===== config.mk =====
export PLATFORM = sky130hd
export DESIGN_NAME = alu_share_arbiter
export DESIGN_NICKNAME = d
export VERILOG_FILES = /design/src/rtl/alu_share_arbiter.sv
export SDC_FILE = /design/constraint.sdc
export NUM_CORES = 1
export LEC_CHECK = 0
export CAP_MARGIN = 0
export CORE_ASPECT_RATIO = 0.6
export CORE_MARGIN = 8
export CORE_UTILIZATION = 42
export CTS_BUF_LIST = sky130_fd_sc_hd__clkbuf_4 sky130_fd_sc_hd__clkbuf_8
export CTS_CLUSTER_SIZE = 40
export DETAILED_ROUTE_END_ITERATION = 8
export GPL_ROUTABILITY_DRIVEN = 1
export HOLD_SLACK_MARGIN = 0.12
export MAX_ROUTING_LAYER = met4
export PLACE_DENSITY = 0.95
export SLEW_MARGIN = 10
export SYNTH_ARGS = -nofsm -noshare
export SYNTH_HDL_FRONTEND = slang
export SYNTH_SLANG_ARGS = --single-unit

===== constraint.sdc =====
create_clock -name clk -period 4.82 [get_ports clk]
set_input_delay 0.964 -clock clk [delete_from_list [all_inputs] [get_ports clk]]
set_output_delay 0.964 -clock clk [all_outputs]
set_load 0.01 [all_outputs]

===== src/rtl/alu_share_arbiter.sv =====
// Shares one combinational ALU between two issue ports: round-robin grant into S1 (drives the ALU),
// result captured in S2 and returned on a tagged response channel. Macro ALU_FIXED_PRIO_EN: port 0 wins contention.
module alu_share_arbiter #(
  parameter int W   = 32,
  parameter int OPW = 5
) (
  input  logic               clk,
  input  logic               reset,
  input  logic               req0_valid,
  input  logic [OPW+2*W-1:0] req0_pkt,
  output logic               req0_ready,
  input  logic               req1_valid,
  input  logic [OPW+2*W-1:0] req1_pkt,
  output logic               req1_ready,
  output logic               rsp_valid,
  output logic               rsp_id,
  output logic [W-1:0]       rsp_data,
  output logic               rsp_zero,
  input  logic               rsp_ready,
  output logic [W-1:0]       alu_a,
  output logic [W-1:0]       alu_b,
  output logic [OPW-1:0]     alu_op,
  input  logic [W-1:0]       alu_c,
  input  logic               alu_zero
);

  typedef struct packed {
    logic [OPW-1:0] op;
    logic [W-1:0]   a;
    logic [W-1:0]   b;
  } req_t;

  req_t w_pkt0, w_pkt1, w_gnt_pkt;

  logic           r_s1_v, r_s1_id;
  logic [OPW-1:0] r_s1_op;
  logic [W-1:0]   r_s1_a, r_s1_b;
  logic           r_s2_v, r_s2_id, r_s2_zero;
  logic [W-1:0]   r_s2_data;
  logic           r_last_gnt;

  logic w_s2_adv, w_s1_load, w_gnt_v, w_gnt_id;

  assign w_pkt0 = req_t'(req0_pkt);
  assign w_pkt1 = req_t'(req1_pkt);

  assign w_s2_adv  = r_s1_v && (!r_s2_v || rsp_ready);
  assign w_s1_load = !r_s1_v || w_s2_adv;

  // Gated by reset so both readies read 0 while reset is held.
  always_comb begin
    w_gnt_v  = 1'b0;
    w_gnt_id = 1'b0;
    if (reset && w_s1_load) begin
`ifdef ALU_FIXED_PRIO_EN
      if (req0_valid) begin
        w_gnt_v  = 1'b1;
        w_gnt_id = 1'b0;
      end else if (req1_valid) begin
        w_gnt_v  = 1'b1;
        w_gnt_id = 1'b1;
      end
`else
      if (req0_valid && req1_valid) begin
        w_gnt_v  = 1'b1;
        w_gnt_id = ~r_last_gnt;
      end else if (req0_valid) begin
        w_gnt_v  = 1'b1;
        w_gnt_id = 1'b0;
      end else if (req1_valid) begin
        w_gnt_v  = 1'b1;
        w_gnt_id = 1'b1;
      end
`endif
    end
  end

  assign req0_ready = w_gnt_v && !w_gnt_id;
  assign req1_ready = w_gnt_v &&  w_gnt_id;
  assign w_gnt_pkt  = w_gnt_id ? w_pkt1 : w_pkt0;

  always_ff @(posedge clk or negedge reset) begin
    if (!reset) begin
      r_s1_v     <= 1'b0;
      r_s1_id    <= 1'b0;
      r_s1_op    <= '0;
      r_s1_a     <= '0;
      r_s1_b     <= '0;
      r_last_gnt <= 1'b1;
    end else if (w_gnt_v) begin
      r_s1_v     <= 1'b1;
      r_s1_id    <= w_gnt_id;
      r_s1_op    <= w_gnt_pkt.op;
      r_s1_a     <= w_gnt_pkt.a;
      r_s1_b     <= w_gnt_pkt.b;
      r_last_gnt <= w_gnt_id;
    end else if (w_s2_adv) begin
      r_s1_v     <= 1'b0;
    end
  end

  always_ff @(posedge clk or negedge reset) begin
    if (!reset) begin
      r_s2_v    <= 1'b0;
      r_s2_id   <= 1'b0;
      r_s2_data <= '0;
      r_s2_zero <= 1'b0;
    end else if (w_s2_adv) begin
      r_s2_v    <= 1'b1;
      r_s2_id   <= r_s1_id;
      r_s2_data <= alu_c;
      r_s2_zero <= alu_zero;
    end else if (r_s2_v && rsp_ready) begin
      r_s2_v    <= 1'b0;
    end
  end

  assign alu_a     = r_s1_a;
  assign alu_b     = r_s1_b;
  assign alu_op    = r_s1_op;
  assign rsp_valid = r_s2_v;
  assign rsp_id    = r_s2_id;
  assign rsp_data  = r_s2_data;
  assign rsp_zero  = r_s2_zero;

endmodule


Word level (Yosys, flattened, before mapping)
Index checks and enable logic that the tools add are counted.
{"block": "totals", "ram_bits": 0, "latch_bits": 0, "out_inout_bits": 106, "mem_bits_ro": 0, "register_bits": 107, "wordCells": 36, "inputBits": 176, "memories": 0}
{"block": "op_classes", "n_mul": 0, "shifts": 0, "n_addsub": 0, "div_mod_pow": 0, "order_cmp": 0, "reduce_logical": 13, "n_mux": 12, "n_bitwise": 1, "n_eq_ne": 0}
{"cell": "2-to-1 mux 69 bit", "count": 1}
{"cell": "2-to-1 mux 1 bit", "count": 11}
{"cell": "logical AND 1 bit", "count": 6}
{"cell": "nonzero test 2 bit", "count": 2}
{"cell": "logical NOT 1 bit", "count": 3}
{"cell": "logical OR 1 bit", "count": 2}
{"cell": "NOT 1 bit", "count": 1}

Depth between registers and ports, before layout
{"block": "depth", "depth_word": 8, "depth_mapped": 5, "mapped_depth_nobuf": 3}

Least setup slack after synthesis
No wires, ideal clock.
{"block": "synth_path", "path_kind": "input to output", "start": "input port rsp_ready", "end": "output port req1_ready", "path_slack_ns": 1.978, "t_arrival_ns": 1.878, "n_path_buf": 2, "required_time_ns": 3.856, "path_stages": 4, "path_cell_list": "and3b_1 buf_6 a211oi_4 buf_6"}
{"block": "synth_between", "elab_chain_cells": 6, "word_cells_on_any_way": 7, "cone_classes": "mux: 2; reduce/logical: 5"}
{"item": "start, declared", "line": "19", "source": "input logic rsp_ready,"}
{"item": "logical OR 1 bit (*)", "line": "47", "source": "assign w_s2_adv = r_s1_v && (!r_s2_v || rsp_ready);"}
{"item": "logical AND 1 bit (*)", "line": "47"}
{"item": "logical OR 1 bit (*)", "line": "48", "source": "assign w_s1_load = !r_s1_v || w_s2_adv;"}
{"item": "logical AND 1 bit (*)", "line": "54", "source": "if (reset && w_s1_load) begin"}
{"item": "2-to-1 mux 1 bit", "line": "54"}
{"item": "logical AND 1 bit (*)", "line": "79", "source": "assign req1_ready = w_gnt_v && w_gnt_id;"}
{"item": "end, declared", "line": "14", "source": "output logic req1_ready,"}
Mark *: on every way between the ends. The rest lies on a longest branch, timed or not.

Worst setup path after layout
{"block": "layout_path", "start": "input port rsp_ready", "end": "output port req0_ready"}
{"block": "layout_between", "elab_chain_cells": 7, "word_cells_on_any_way": 8, "cone_classes": "mux: 2; reduce/logical: 6"}
{"item": "logical OR 1 bit (*)", "line": "47"}
{"item": "logical AND 1 bit (*)", "line": "47"}
{"item": "logical OR 1 bit (*)", "line": "48"}
{"item": "logical AND 1 bit (*)", "line": "54"}
{"item": "2-to-1 mux 1 bit", "line": "54"}
{"item": "logical NOT 1 bit", "line": "78", "source": "assign req0_ready = w_gnt_v && !w_gnt_id;"}
{"item": "logical AND 1 bit (*)", "line": "78"}
{"item": "end, declared", "line": "11", "source": "output logic req0_ready,"}
Marks and branches as above.

==> results.sh <==
export IMPL_syn_area_per_cell_um2=14.0
export IMPL_syn_area_um2=4680
export IMPL_r2r_end="alu_b[22]"
export IMPL_fp_dieW_um=152
export IMPL_synth_seq_cells=107
export IMPL_post_cts_setup_buffers=0
export IMPL_cts_buffer_depth=2
export IMPL_track_usage_pct=24.1
export IMPL_tightest_slew_ps=802
export IMPL_fin_crit_sh_pct=76.5
export IMPL_drive_gt1_share_pct=10.7
export IMPL_viasPerCell=5.99
export IMPL_crit_buf_inv=2
export IMPL_fp_dieArea_um2=14900
export IMPL_relSlewSlack_pct=46.5
export IMPL_setup_tns_ps=0
export IMPL_r2r_start="rsp_valid"
export IMPL_drt_iter0_markers=222
export IMPL_gr_total_overflow=0
export IMPL_fin_worst_skew_ps=13.2
export IMPL_cp_top_family="buffers and inverters"
export IMPL_end_kind="output port"
export IMPL_multi_input_area_um2=1790
export IMPL_area_delta_synth_final_pct=64.7
export IMPL_grt_pass1_wl_um=27600
export IMPL_design_core_area_um2=10700
export IMPL_maxCapViolations=0
export IMPL_hp_class="flop to flop"
export IMPL_max_freq_mhz=271
export IMPL_vias=4418
export IMPL_cpMostUsedCell="clkdlybuf4s50_1"
export IMPL_routabilityCongestion=0.826
export IMPL_ys_warn_count=0
export IMPL_rr_worst_depth=4
export IMPL_wl_um=18000
export IMPL_seqCellArea_um2=2680
export IMPL_finalCriticalPeriod_ps=3690
export IMPL_final_cell_mix="clkdlybuf4s50_1 (280), dfrtp_1 (106), nor4b_1 (69), a221o_1 (69), mux2_2 (34)"
export IMPL_num_fill_cells=722
export IMPL_min_to="r_s1_id"
export IMPL_place_hpwl_um=13200
export IMPL_cp_max_fo=22
export IMPL_finalHoldViolations=0
export IMPL_cts_max_level=3
export IMPL_tritoncts="yes"
export IMPL_grt_max_degree=71
export IMPL_clock_latency_ps=360
export IMPL_hp_start="r_s1_id"
export IMPL_slowest_stage="clkdlybuf4s50_1"
export IMPL_ant_nets=0
export IMPL_num_antenna_cells=0
export IMPL_cp_cell_sequence="clkdlybuf4s50_1 -> and3b_2 -> nor3_1 -> clkdlybuf4s50_1"
export IMPL_critPathMaxStageDelay_ps=610
export IMPL_syn_num_nets=510
export IMPL_clkTransAtPathRegs_ps=120
export IMPL_dieHeight_um=97.7
export IMPL_remaining_drc_errors=0
export IMPL_nets=770
export IMPL_fin_util_pct=71.9
export IMPL_layout_cells_most_common="clkdlybuf4s50_1"
export IMPL_hold_buffers=0
export IMPL_first_pass_iters=5
export IMPL_worstPathRequired_ps=3860
export IMPL_synth_seq_area_share_pct=57.3
export IMPL_power_total_w=0.00284
export IMPL_drv_slew=0
export IMPL_power_leakage_nw=3.00
export IMPL_antenna_found_initial=0
export IMPL_r2r_setup_slack_ps=2650
export IMPL_clock_sinks=107
export IMPL_worst_setup_path_type="primary input to output port"
export IMPL_ys_types=19
export IMPL_vdd_drop_max_uv=220
export IMPL_placementRows=29
export IMPL_wl_per_cell_um=24.4
export IMPL_whs_path_depth=1
export IMPL_num_io_pins=282
export IMPL_rsz0062_at_grt="false"
export IMPL_numCtsBuffers=9
export IMPL_grt_pass1_vias=4738
export IMPL_ctsResizeCount=0
export IMPL_clockRootBuffer="clkbuf_8"
export IMPL_arrival_ps=2720
export IMPL_io_buffers=281
export IMPL_critPathLaunchType="primary input"
export IMPL_power_density_nw_per_um2=369
export IMPL_initial_core_util_pct=43.7
export IMPL_setup_viol=0
export IMPL_synth_cells=334
export IMPL_status="completed"
==> cell type report <==
cell class,instances,share of cell area [%]
Clock inverter,7,0.780
Timing Repair Buffer,289,37.3
Multi-Input combinational cell,187,23.3
Clock buffer,9,1.61
Sequential cell,107,34.8
Tap cell,139,2.26
==> logic make-up after synthesis <==
family / Yosys count / synth area share, %
DFF: 107 / 57.3
AOI/OAI and AO/OA: 73 / 15.7
muxes: 34 / 8.19
and+or+nand+nor: 80 / 14.2
buffers and inverters: 40 / 4.58
==> registers in the layout, indices dropped and copies added (netlist names) <==
register	flops
alu_b	32
r_s1_v	1
r_s1_id	1
r_last_gnt	1
alu_a	32
rsp_data	32
rsp_id	1
rsp_zero	1
alu_op	5
rsp_valid	1
==> cells in the mapped netlist (all sizes together) <==
cell	number	area (um^2)
clkbuf	29	109
and3b	1	8.76
a221o	69	691
a32o	1	10.0
buf	11	105
nor2b	1	6.26
a21o	1	7.51
dfstp	1	26.3
nand3b	1	7.51
dfrtp	106	2650
a211oi	1	20.0
nand3	1	5.00
nor3	1	5.00
o211ai	1	7.51
nand2b	2	12.5
nor4b	69	604
nand2	4	15.0
mux2	34	383
==> where the power goes <==
part | leakage [nW] | switching (W) | internal, W | total, W
registers | 1.30 | 0.000129 | 0.00111 | 0.00123
clock network | 0.0897 | 0.000326 | 0.000197 | 0.000523
logic | 1.61 | 0.000426 | 0.000657 | 0.00108
total | 3.00 | 0.000881 | 0.00196 | 0.00284
==> stage by stage <==
step                setup WS (ps)  area, um^2  hold slack [ps]  cells
floorplan                    1980        4680              445    334
global placement             1170        7520              457    722
detailed placement           1160        7520              466    722
CTS                          1140        7700              493    738
global route                 1030        7700              520    738
finish                       1130        7700              493    738
==> worst max-delay path by stage <==
stage | startpoint | endpoint | slack [ps] | depth (start not counted)
final | rsp_ready | req0_ready | 1130 | 4
after global routing | rsp_ready | req0_ready | 1030 | 4
after CTS | rsp_ready | req1_ready | 1140 | 4
after detailed placement | rsp_ready | req1_ready | 1160 | 4
after global placement | rsp_ready | req1_ready | 1170 | 4
after floorplan | rsp_ready | req1_ready | 1980 | 4
==> routing by layer <==
layer  part of all wire, %  vias to the layer above  track usage, %
met2                    51                      274            41.3
met1                    40                     2226            27.9
met3                   7.6                       37            6.12
li1                      -                     1881               -
met4                   2.4                        0            6.72
met5                     0                        -               -
Power figures use the tool's default switching activity.
